[src/rtl/red_pkg.sv]
// Shared definitions for the reduced RV32I fetch/decode front end.
// Latency: n/a (types and constants only).
// Backpressure: n/a.
//
// Holds opcode/funct encodings, ALU control codes, the fetch FSM state
// enum and the control bundle that red_decode produces for the datapath.
package red_pkg;

  localparam int XLEN = 32;
  localparam int RLEN = 5;
  localparam int ALEN = 3;

  // Major opcodes (ir[6:0])
  localparam logic [6:0] OP_IMM = 7'b0010011;
  localparam logic [6:0] OP     = 7'b0110011;
  localparam logic [6:0] LOAD   = 7'b0000011;
  localparam logic [6:0] STORE  = 7'b0100011;
  localparam logic [6:0] BRANCH = 7'b1100011;

  // funct3 / funct7 encodings
  localparam logic [2:0] F3_ADD = 3'b000;
  localparam logic [2:0] F3_W   = 3'b010;
  localparam logic [2:0] F3_BEQ = 3'b000;
  localparam logic [2:0] F3_BNE = 3'b001;
  localparam logic [6:0] F7_ADD = 7'b0000000;
  localparam logic [6:0] F7_SUB = 7'b0100000;

  // ALU control codes
  localparam logic [ALEN-1:0] ALU_ADD = 3'b000;
  localparam logic [ALEN-1:0] ALU_SUB = 3'b001;

  typedef enum logic [1:0] {
    FETCH = 2'd0,
    EXEC  = 2'd1,
    HALT  = 2'd2
  } state_t;

  // Control bundle: everything the datapath needs for one instruction,
  // plus branch qualifiers consumed by the fetch controller.
  typedef struct packed {
    logic [XLEN-1:0] imm_op;
    logic            reg_write;
    logic [ALEN-1:0] alu_ctrl;
    logic            alu_src;
    logic [RLEN-1:0] rs1;
    logic [RLEN-1:0] rs2;
    logic [RLEN-1:0] rd;
    logic            mem_write;
    logic            result_src;
    logic            is_branch;
    logic            branch_ne;
  } ctrl_t;

endpackage

[src/rtl/red_decode.sv]
// Decodes one RV32I subset instruction word into the datapath control bundle.
// Latency: purely combinational, zero cycles.
// Backpressure: none; output follows i_ir continuously.
//
// Ports:
//   i_ir      - instruction word
//   o_ctrl    - control bundle (immediate, enables, ALU op, register fields)
//   o_illegal - 1 when the opcode/funct combination is not supported
module red_decode
  import red_pkg::*;
(
  input  logic [XLEN-1:0] i_ir,
  output ctrl_t           o_ctrl,
  output logic            o_illegal
);

  logic [6:0]      w_opcode;
  logic [2:0]      w_f3;
  logic [6:0]      w_f7;
  logic [XLEN-1:0] w_imm_i;
  logic [XLEN-1:0] w_imm_s;
  logic [XLEN-1:0] w_imm_b;

  assign w_opcode = i_ir[6:0];
  assign w_f3     = i_ir[14:12];
  assign w_f7     = i_ir[31:25];

  assign w_imm_i = {{20{i_ir[31]}}, i_ir[31:20]};
  assign w_imm_s = {{20{i_ir[31]}}, i_ir[31:25], i_ir[11:7]};
  assign w_imm_b = {{19{i_ir[31]}}, i_ir[31], i_ir[7], i_ir[30:25], i_ir[11:8], 1'b0};

  always_comb begin
    o_ctrl     = '0;
    o_illegal  = 1'b1;
    // Register fields are passed through for every instruction, used or not.
    o_ctrl.rs1 = i_ir[19:15];
    o_ctrl.rs2 = i_ir[24:20];
    o_ctrl.rd  = i_ir[11:7];

    case (w_opcode)
      OP_IMM: begin
        if (w_f3 == F3_ADD) begin
          o_illegal        = 1'b0;
          o_ctrl.reg_write = 1'b1;
          o_ctrl.alu_src   = 1'b1;
          o_ctrl.alu_ctrl  = ALU_ADD;
          o_ctrl.imm_op    = w_imm_i;
        end
      end
      OP: begin
        if (w_f3 == F3_ADD && (w_f7 == F7_ADD || w_f7 == F7_SUB)) begin
          o_illegal        = 1'b0;
          o_ctrl.reg_write = 1'b1;
          o_ctrl.alu_ctrl  = (w_f7 == F7_SUB) ? ALU_SUB : ALU_ADD;
        end
      end
      LOAD: begin
        if (w_f3 == F3_W) begin
          o_illegal         = 1'b0;
          o_ctrl.reg_write  = 1'b1;
          o_ctrl.alu_src    = 1'b1;
          o_ctrl.result_src = 1'b1;
          o_ctrl.alu_ctrl   = ALU_ADD;
          o_ctrl.imm_op     = w_imm_i;
        end
      end
      STORE: begin
        if (w_f3 == F3_W) begin
          o_illegal        = 1'b0;
          o_ctrl.mem_write = 1'b1;
          o_ctrl.alu_src   = 1'b1;
          o_ctrl.alu_ctrl  = ALU_ADD;
          o_ctrl.imm_op    = w_imm_s;
        end
      end
      BRANCH: begin
        if (w_f3 == F3_BEQ || w_f3 == F3_BNE) begin
          o_illegal        = 1'b0;
          o_ctrl.is_branch = 1'b1;
          o_ctrl.branch_ne = (w_f3 == F3_BNE);
          o_ctrl.alu_ctrl  = ALU_SUB;
          o_ctrl.imm_op    = w_imm_b;
        end
      end
      default: ;
    endcase
  end

endmodule

[src/rtl/red_fetch_ctrl.sv]
// Instruction-side front end: holds PC and IR, fetches over req/valid, drives decoded controls.
// Latency: 2 cycles per instruction (FETCH + EXEC) plus one cycle per fetch wait.
// Backpressure: stays in FETCH with pc stable while imem_valid is low; imem_valid is ignored elsewhere.
//
// Ports:
//   clk, rst_n          - clock, asynchronous active-low reset
//   imem_req/imem_addr  - fetch request and address (= pc)
//   imem_rdata/valid    - instruction word and its valid strobe
//   Zero                - ALU zero flag, sampled in EXEC for branches
//   ImmOp..ResultSrc    - datapath control bundle, non-zero only in EXEC
//   pc, halted          - current PC and sticky halt indication
module red_fetch_ctrl
  import red_pkg::*;
#(
  parameter int               DATA_WIDTH    = 32,
  parameter int               ADDRESS_WIDTH = 5,
  parameter int               ALUctrl_WIDTH = 3,
  parameter logic [31:0]      RESET_PC      = 32'h0000_0000
) (
  input  logic                     clk,
  input  logic                     rst_n,
  output logic                     imem_req,
  output logic [DATA_WIDTH-1:0]    imem_addr,
  input  logic [DATA_WIDTH-1:0]    imem_rdata,
  input  logic                     imem_valid,
  input  logic                     Zero,
  output logic [DATA_WIDTH-1:0]    ImmOp,
  output logic                     RegWrite,
  output logic [ALUctrl_WIDTH-1:0] ALUctrl,
  output logic                     ALUsrc,
  output logic [ADDRESS_WIDTH-1:0] rs1,
  output logic [ADDRESS_WIDTH-1:0] rs2,
  output logic [ADDRESS_WIDTH-1:0] rd,
  output logic                     MemWrite,
  output logic                     ResultSrc,
  output logic [DATA_WIDTH-1:0]    pc,
  output logic                     halted
);

  state_t                r_state;
  state_t                w_state_nxt;
  logic [DATA_WIDTH-1:0] r_pc;
  logic [DATA_WIDTH-1:0] w_pc_nxt;
  logic [DATA_WIDTH-1:0] r_ir;
  logic [DATA_WIDTH-1:0] w_ir_nxt;

  ctrl_t                 w_dec;
  logic                  w_illegal;
  logic [DATA_WIDTH-1:0] w_pc_inc;
  logic [DATA_WIDTH-1:0] w_br_tgt;
  logic                  w_taken;
  logic                  w_fault;

  red_decode u_decode (
    .i_ir      (r_ir),
    .o_ctrl    (w_dec),
    .o_illegal (w_illegal)
  );

  assign w_pc_inc = r_pc + DATA_WIDTH'(4);
  assign w_br_tgt = r_pc + w_dec.imm_op;
  assign w_taken  = w_dec.is_branch & (w_dec.branch_ne ? ~Zero : Zero);
  // A taken branch to a non-word-aligned target is treated like an illegal
  // instruction: nothing commits and the core parks in HALT.
  assign w_fault  = w_illegal | (w_taken & (w_br_tgt[1:0] != 2'b00));

  assign imem_addr = r_pc;
  assign pc        = r_pc;
  assign halted    = (r_state == HALT);

  always_ff @(posedge clk or negedge rst_n) begin
    if (!rst_n) begin
      r_state <= FETCH;
      r_pc    <= RESET_PC;
      r_ir    <= '0;
    end else begin
      r_state <= w_state_nxt;
      r_pc    <= w_pc_nxt;
      r_ir    <= w_ir_nxt;
    end
  end

  always_comb begin
    w_state_nxt = r_state;
    w_pc_nxt    = r_pc;
    w_ir_nxt    = r_ir;
    imem_req    = 1'b0;
    ImmOp       = '0;
    RegWrite    = 1'b0;
    ALUctrl     = '0;
    ALUsrc      = 1'b0;
    rs1         = '0;
    rs2         = '0;
    rd          = '0;
    MemWrite    = 1'b0;
    ResultSrc   = 1'b0;

    case (r_state)
      FETCH: begin
        // Reset forces FETCH asynchronously; gating with rst_n keeps the
        // request quiet for the whole reset pulse.
        imem_req = rst_n;
        if (imem_valid) begin
          w_ir_nxt    = imem_rdata;
          w_state_nxt = EXEC;
        end
      end
      EXEC: begin
        ImmOp     = w_dec.imm_op;
        ALUctrl   = w_dec.alu_ctrl;
        ALUsrc    = w_dec.alu_src;
        rs1       = w_dec.rs1;
        rs2       = w_dec.rs2;
        rd        = w_dec.rd;
        ResultSrc = w_dec.result_src;
        if (w_fault) begin
          w_state_nxt = HALT;
        end else begin
          RegWrite    = w_dec.reg_write;
          MemWrite    = w_dec.mem_write;
          w_pc_nxt    = w_taken ? w_br_tgt : w_pc_inc;
          w_state_nxt = FETCH;
        end
      end
      HALT: begin
        w_state_nxt = HALT;
      end
      default: begin
        w_state_nxt = HALT;
      end
    endcase
  end

endmodule

[config.mk]
export PLATFORM = sky130hd
export DESIGN_NAME = red_fetch_ctrl
export DESIGN_NICKNAME = d
export VERILOG_FILES = /design/src/rtl/red_pkg.sv /design/src/rtl/red_decode.sv /design/src/rtl/red_fetch_ctrl.sv
export SDC_FILE = /design/constraint.sdc
export NUM_CORES = 1
export LEC_CHECK = 0
export CAP_MARGIN = 20
export CORE_UTILIZATION = 54
export CTS_BUF_LIST = sky130_fd_sc_hd__clkbuf_8 sky130_fd_sc_hd__clkbuf_16
export CTS_CLUSTER_SIZE = 14
export DETAILED_ROUTE_END_ITERATION = 10
export MAX_ROUTING_LAYER = met4
export PLACE_DENSITY_LB_ADDON = 0.12
export SLEW_MARGIN = 20
export SYNTH_ARGS = -nofsm -noshare
export SYNTH_HDL_FRONTEND = slang
export SYNTH_SLANG_ARGS = --single-unit
[constraint.sdc]
create_clock -name clk -period 12.39 [get_ports clk]
set_input_delay 2.478 -clock clk [delete_from_list [all_inputs] [get_ports clk]]
set_output_delay 2.478 -clock clk [all_outputs]
set_load 0.02 [all_outputs]
# Yosys cells after proc, flatten, opt, wreduce, memory -nomap -nowiden
# Index checks and enable logic that the tools add are counted.
[word_totals]
ff_bits = 66
elab_cells = 70
[classes]
bitwise = 5
n_eq_ne = 11
n_addsub = 2
mux = 39
n_reduce_logical = 10
[ops]
columns = ["operator", "n"]
rows = [
  ["$mux W32", 4],
  ["$pmux W32 S4", 1],
  ["$mux W37", 2],
  ["$add A32 B3 Y32 const B", 1],
  ["$add A32 B32 Y32", 1],
  ["$eq A7 B6 Y1 const B", 3],
  ["$mux W1", 18],
  ["$mux W5", 3],
  ["$pmux W3 S5", 1],
  ["$mux W2", 4],
  ["$eq A7 B2 Y1 const B", 1],
  ["$eq A7 B5 Y1 const B", 1],
  ["$eq A7 B7 Y1 const B", 1],
  ["$logic_not A7 Y1", 1],
  ["$pmux W1 S3", 2],
  ["$mux W4", 1],
  ["$pmux W1 S4", 1],
  ["$pmux W2 S2", 1],
  ["$reduce_and A2 Y1", 2],
  ["$eq A3 B1 Y1 const B", 1],
  ["$eq A3 B2 Y1 const B", 1],
  ["$logic_not A3 Y1", 1],
  ["$mux W3", 1],
  ["$and A1 B1 Y1", 2],
  ["10 further kinds", 12],
]

# Logic depth before layout (Yosys ltp)
[depth]
word_depth = 10
depth_mapped = 17

# Cells and area by module
# From an unflattened synthesis, not the netlist that was laid out.
[hier_totals]
cells_unflattened = 739
hier_area_um2 = 6117.1
[by_module_without_submodules]
columns = ["module", "area_per_inst_um2", "cells_per_inst", "seq_area_each_um2", "instances"]
rows = [
  ["red_fetch_ctrl", 5505.3, 651, 1651.6, 1],
  ["red_decode", 611.8, 88, 0.0, 1],
]

# Worst setup path after synthesis
# No wires, ideal clock.
[synth_path]
kind = "input to output"
startpoint = "in Zero"
endpoint = "out RegWrite"
t_arrival_ns = 3.918
slack_ns = 5.994
t_required_ns = 9.912
stages = 7
cell_sequence = "xor2_1 -> and4b_1 -> buf_6 -> a21oi_4 -> nand3_4 -> clkbuf_1 -> nor3_1"
[synth_between]
elab_chain_len = 7
[synth_lines]
columns = ["element", "line", "text"]
rows = [
  ["start, declared", "red_fetch_ctrl.sv:26", "input logic Zero,"],
  ["$not A1 Y1", "red_fetch_ctrl.sv:62", "assign w_taken = w_dec.is_branch & (w_dec.branch_ne ? ~Zero : Zero);"],
  ["$mux W1 *", "red_fetch_ctrl.sv:62", ""],
  ["$and A1 B1 Y1 *", "red_fetch_ctrl.sv:62", ""],
  ["$and A1 B1 Y1 *", "red_fetch_ctrl.sv:65", "assign w_fault = w_illegal | (w_taken & (w_br_tgt[1:0] != 2'b00));"],
  ["$or A1 B1 Y1 *", "red_fetch_ctrl.sv:65", ""],
  ["$mux W1 *", "red_fetch_ctrl.sv:116", "if (w_fault) begin"],
  ["$mux W1 *", "red_fetch_ctrl.sv:98", "case (r_state)"],
  ["end, declared", "red_fetch_ctrl.sv:28", "output logic RegWrite,"],
]
# Every way passes the cells marked *; elsewhere a longest branch is shown, timed or not.

# Worst setup path in the final report
[layout_path]
startpoint = "in Zero"
endpoint = "out MemWrite"
[layout_between]
elab_chain_len = 7
[layout_lines]
columns = ["element", "line", "text"]
rows = [
  ["$not A1 Y1", "red_fetch_ctrl.sv:62", ""],
  ["$mux W1 *", "red_fetch_ctrl.sv:62", ""],
  ["$and A1 B1 Y1 *", "red_fetch_ctrl.sv:62", ""],
  ["$and A1 B1 Y1 *", "red_fetch_ctrl.sv:65", ""],
  ["$or A1 B1 Y1 *", "red_fetch_ctrl.sv:65", ""],
  ["$mux W1 *", "red_fetch_ctrl.sv:116", ""],
  ["$mux W1 *", "red_fetch_ctrl.sv:98", ""],
  ["end, declared", "red_fetch_ctrl.sv:34", "output logic MemWrite,"],
]
# Marks and branches as above.

==> results.md <==
- Status: complete, no violations
- Worst setup path startpoint: Zero
- IO Port Bufs: 153
- Routed Wire Length: 16200 um
- Met3 WL: 1310 um
- Initial DRC count: 355
- Row cnt: 37
- Final setup viols: 0
- RSZ-0062 raised after global routing: false
- Global-route wire length before repair: 26900 um
- Crit path max fanout: 34
- Syn avg cell area: 8.43 um^2
- DR top layer: met4
- Hold Path Class: flip-flop to flip-flop
- Async SR Flop Fraction: 100%
- R2r startpoint: r_ir[2]
- Post-CTS setup buffer count: 0
- N_diodes: 0
- Clock sink total: 66
- Most frequent cells in the layout: clkdlybuf4s50_1, a21oi_1, dfrtp_1, nor2_1, o21ai_0
- Vias in the first global route: 5502
- Area grow syn2layout: 25.1%
- Tightest Pin Transition: 0.863 ns
- Data required time at the worst endpoint: 9.91 ns
- Vias post-DR: 5560
- Ports: 156
- Share of cells above drive strength 1: 10.1%
- Avg Vias per Cell: 6.03
- Hold WS: 0.502 ns
- Largest net degree at the start of global routing: 67
- Sequential share of the synthesized area: 28.7%
- CP endpoint: MemWrite
- TritonCTS clock tree: built
- Critical path class: input pin to primary output
- Reg2Reg Depth: 15
- Yosys cell types: 75
- Min cycle time layout: 7.53 ns
- Max clock buf depth: 2
- R2r endpoint: imem_addr[31]
- Met2 WL: 7530 um
- CTS Hold Bufs: 0
- Synth Instances: 684
- Crit path capture type: primary output
- # resized after CTS: 0
- Chip height: 105 um
- Post-DP HPWL: 11800 um
- Fmax: 133 MHz
- Yosys warns: 0
- Initial antenna violation count: 0
- Worst-Skew Late Latency: 0.36 ns
- Wire per inst: 17.5 um
- Die X: 105 um
- Max_cap viols: 0
- Setup TNS: 0 ns
- Slew Limit Headroom: 42.5%
- Max IR drop VDD: 0.0000794 V
- Pins over their slew limit: 0
- CTS buffer count: 9
- Startpoint types: input pin
- Main synth FF type: dfrtp_1
- Syn Std Cell Area: 5760 um^2
- Total congestion overflow: 0
- Drt pass-1 iters: 7
- Initial Utilization: 55.8%
- Met1 WL: 6980 um
- Crit share post-route: 60.8%
- Seq cells post-synth: 66
- H-Tree Depth: 3
- Post-route insts no fill: 922
- Number of synthesized flops with an enable pin: 0
- LEAKAGE: 2.84 nW
- Die area: 11100 um^2
- Arr. time, crit path: 5.05 ns
- Post-route DRC: 0
- Nets: 850
- Final hold vios: 0
- Global Route Usage Sum: 31.2%
- Pwr Density: 83.5 nW/um^2
- Core box area: 10300 um^2
- Placer Congestion: 0.942
- Final antenna-violating net count: 0
- Most common cell after layout, fill and taps aside: clkdlybuf4s50_1
- Setup Skew: 0.0136 ns
- Tot Pwr: 0.602 mW
- Clock transition at path regs: 0.07 ns
- CTS root buffer: clkbuf_8
- DP Cell Count: 905
- Flop-to-flop setup slack: 7.93 ns
==> per-stage QoR <==
stage,setup slack [ns],util [%],area (um^2)
floorplan,5.99,-,5770
global placement,4.88,68.0,7020
detailed placement,4.89,68.0,7020
CTS,4.87,69.8,7210
global route,4.68,69.9,7210
finish,4.86,69.9,7210
==> how the worst min path moves through the flow <==
stage / to / slack [ns] / cells after the start / start
finish: r_ir[19] / 0.50 / 1 / r_ir[19]
CTS: r_ir[19] / 0.50 / 1 / r_ir[19]
global placement: r_ir[0] / 0.48 / 1 / r_ir[0]
floorplan: r_ir[15] / 0.47 / 1 / r_ir[15]
detailed placement: r_ir[19] / 0.49 / 1 / r_ir[19]
global route: r_ir[15] / 0.52 / 1 / r_ir[15]
==> routing by layer <==
| metal | vias to the layer above | track usage, % |
|---|---|---|
| met5 | - | - |
| met4 | 0 | 10.6 |
| met3 | 31 | 8.29 |
| met2 | 246 | 49.2 |
| met1 | 2640 | 38.6 |
| li1 | 2643 | - |
==> worst max-delay path, cell delays in order <==
cell and delay (ns):
clkdlybuf4s50_1 0.43, xor2_1 0.16, and4b_1 0.21, buf_4 0.23
a21oi_4 0.19, nand3_4 0.35, nor3_1 0.33, clkdlybuf4s50_1 0.66
==> registers in the layout (all words and copies together) (netlist names) <==
| name | cells |
|---|---|
| r_ir | 32 |
| r_state | 2 |
| imem_addr | 32 |
==> cell usage after synthesis (6+ instances only) <==
library cell / n / area, um^2
a21o_1: 10 / 75.1
a21oi_1: 74 / 370
a221oi_1: 6 / 52.6
a31oi_1: 10 / 62.6
and2_1: 28 / 175
and3_1: 9 / 56.3
buf_4: 53 / 398
clkbuf_1: 16 / 60.1
dfrtp_1: 66 / 1650
ha_1: 32 / 400
inv_1: 15 / 56.3
mux2_2: 32 / 360
nand2_1: 40 / 150
nand3_1: 23 / 115
nand4_1: 8 / 50.1
nor2_1: 55 / 206
nor2b_1: 14 / 87.6
nor3_1: 17 / 85.1
o211ai_1: 6 / 45.0
o21ai_0: 46 / 230
o22ai_1: 9 / 56.3
xnor2_1: 14 / 123
xor2_1: 13 / 114
==> area by class of cell <==
cell class / instances / area (um^2)
repair buffers: 160 / 1580
flip-flops and latches: 66 / 1650
clock buffers: 9 / 124
inverters: 15 / 56.3
well taps: 136 / 170
fillers: 879 / 3110
clock inverters: 7 / 61.3
multi-input cells: 529 / 3570
==> power by group <==
part | switching [mW] | leakage [nW] | internal, mW | total [mW]
Combinational | 0.0461 | 1.90 | 0.0691 | 0.115
Sequential | 0.0432 | 0.836 | 0.263 | 0.306
Clock | 0.0903 | 0.100 | 0.0908 | 0.181
==> cell families (layout without fill, tap and decap cells) <==
| logic type | count (synthesis) | after routing | synth area share, % |
|---|---|---|---|
| multiplexers | 33 | 33 | 6.43 |
| flip-flops | 66 | 66 | 28.7 |
| adder cells (fa/ha/maj) | 33 | 33 | 7.29 |
| XOR/XNOR | 27 | 27 | 4.10 |
| other | 1 | 2 | 0.0651 |
| buffers and inverters | 90 | 191 | 9.64 |
| AND/OR/NAND/NOR | 226 | 226 | 20.5 |
| AO/OA/AOI/OAI | 208 | 208 | 23.3 |
No activity file was read; power rests on OpenSTA's default activity.
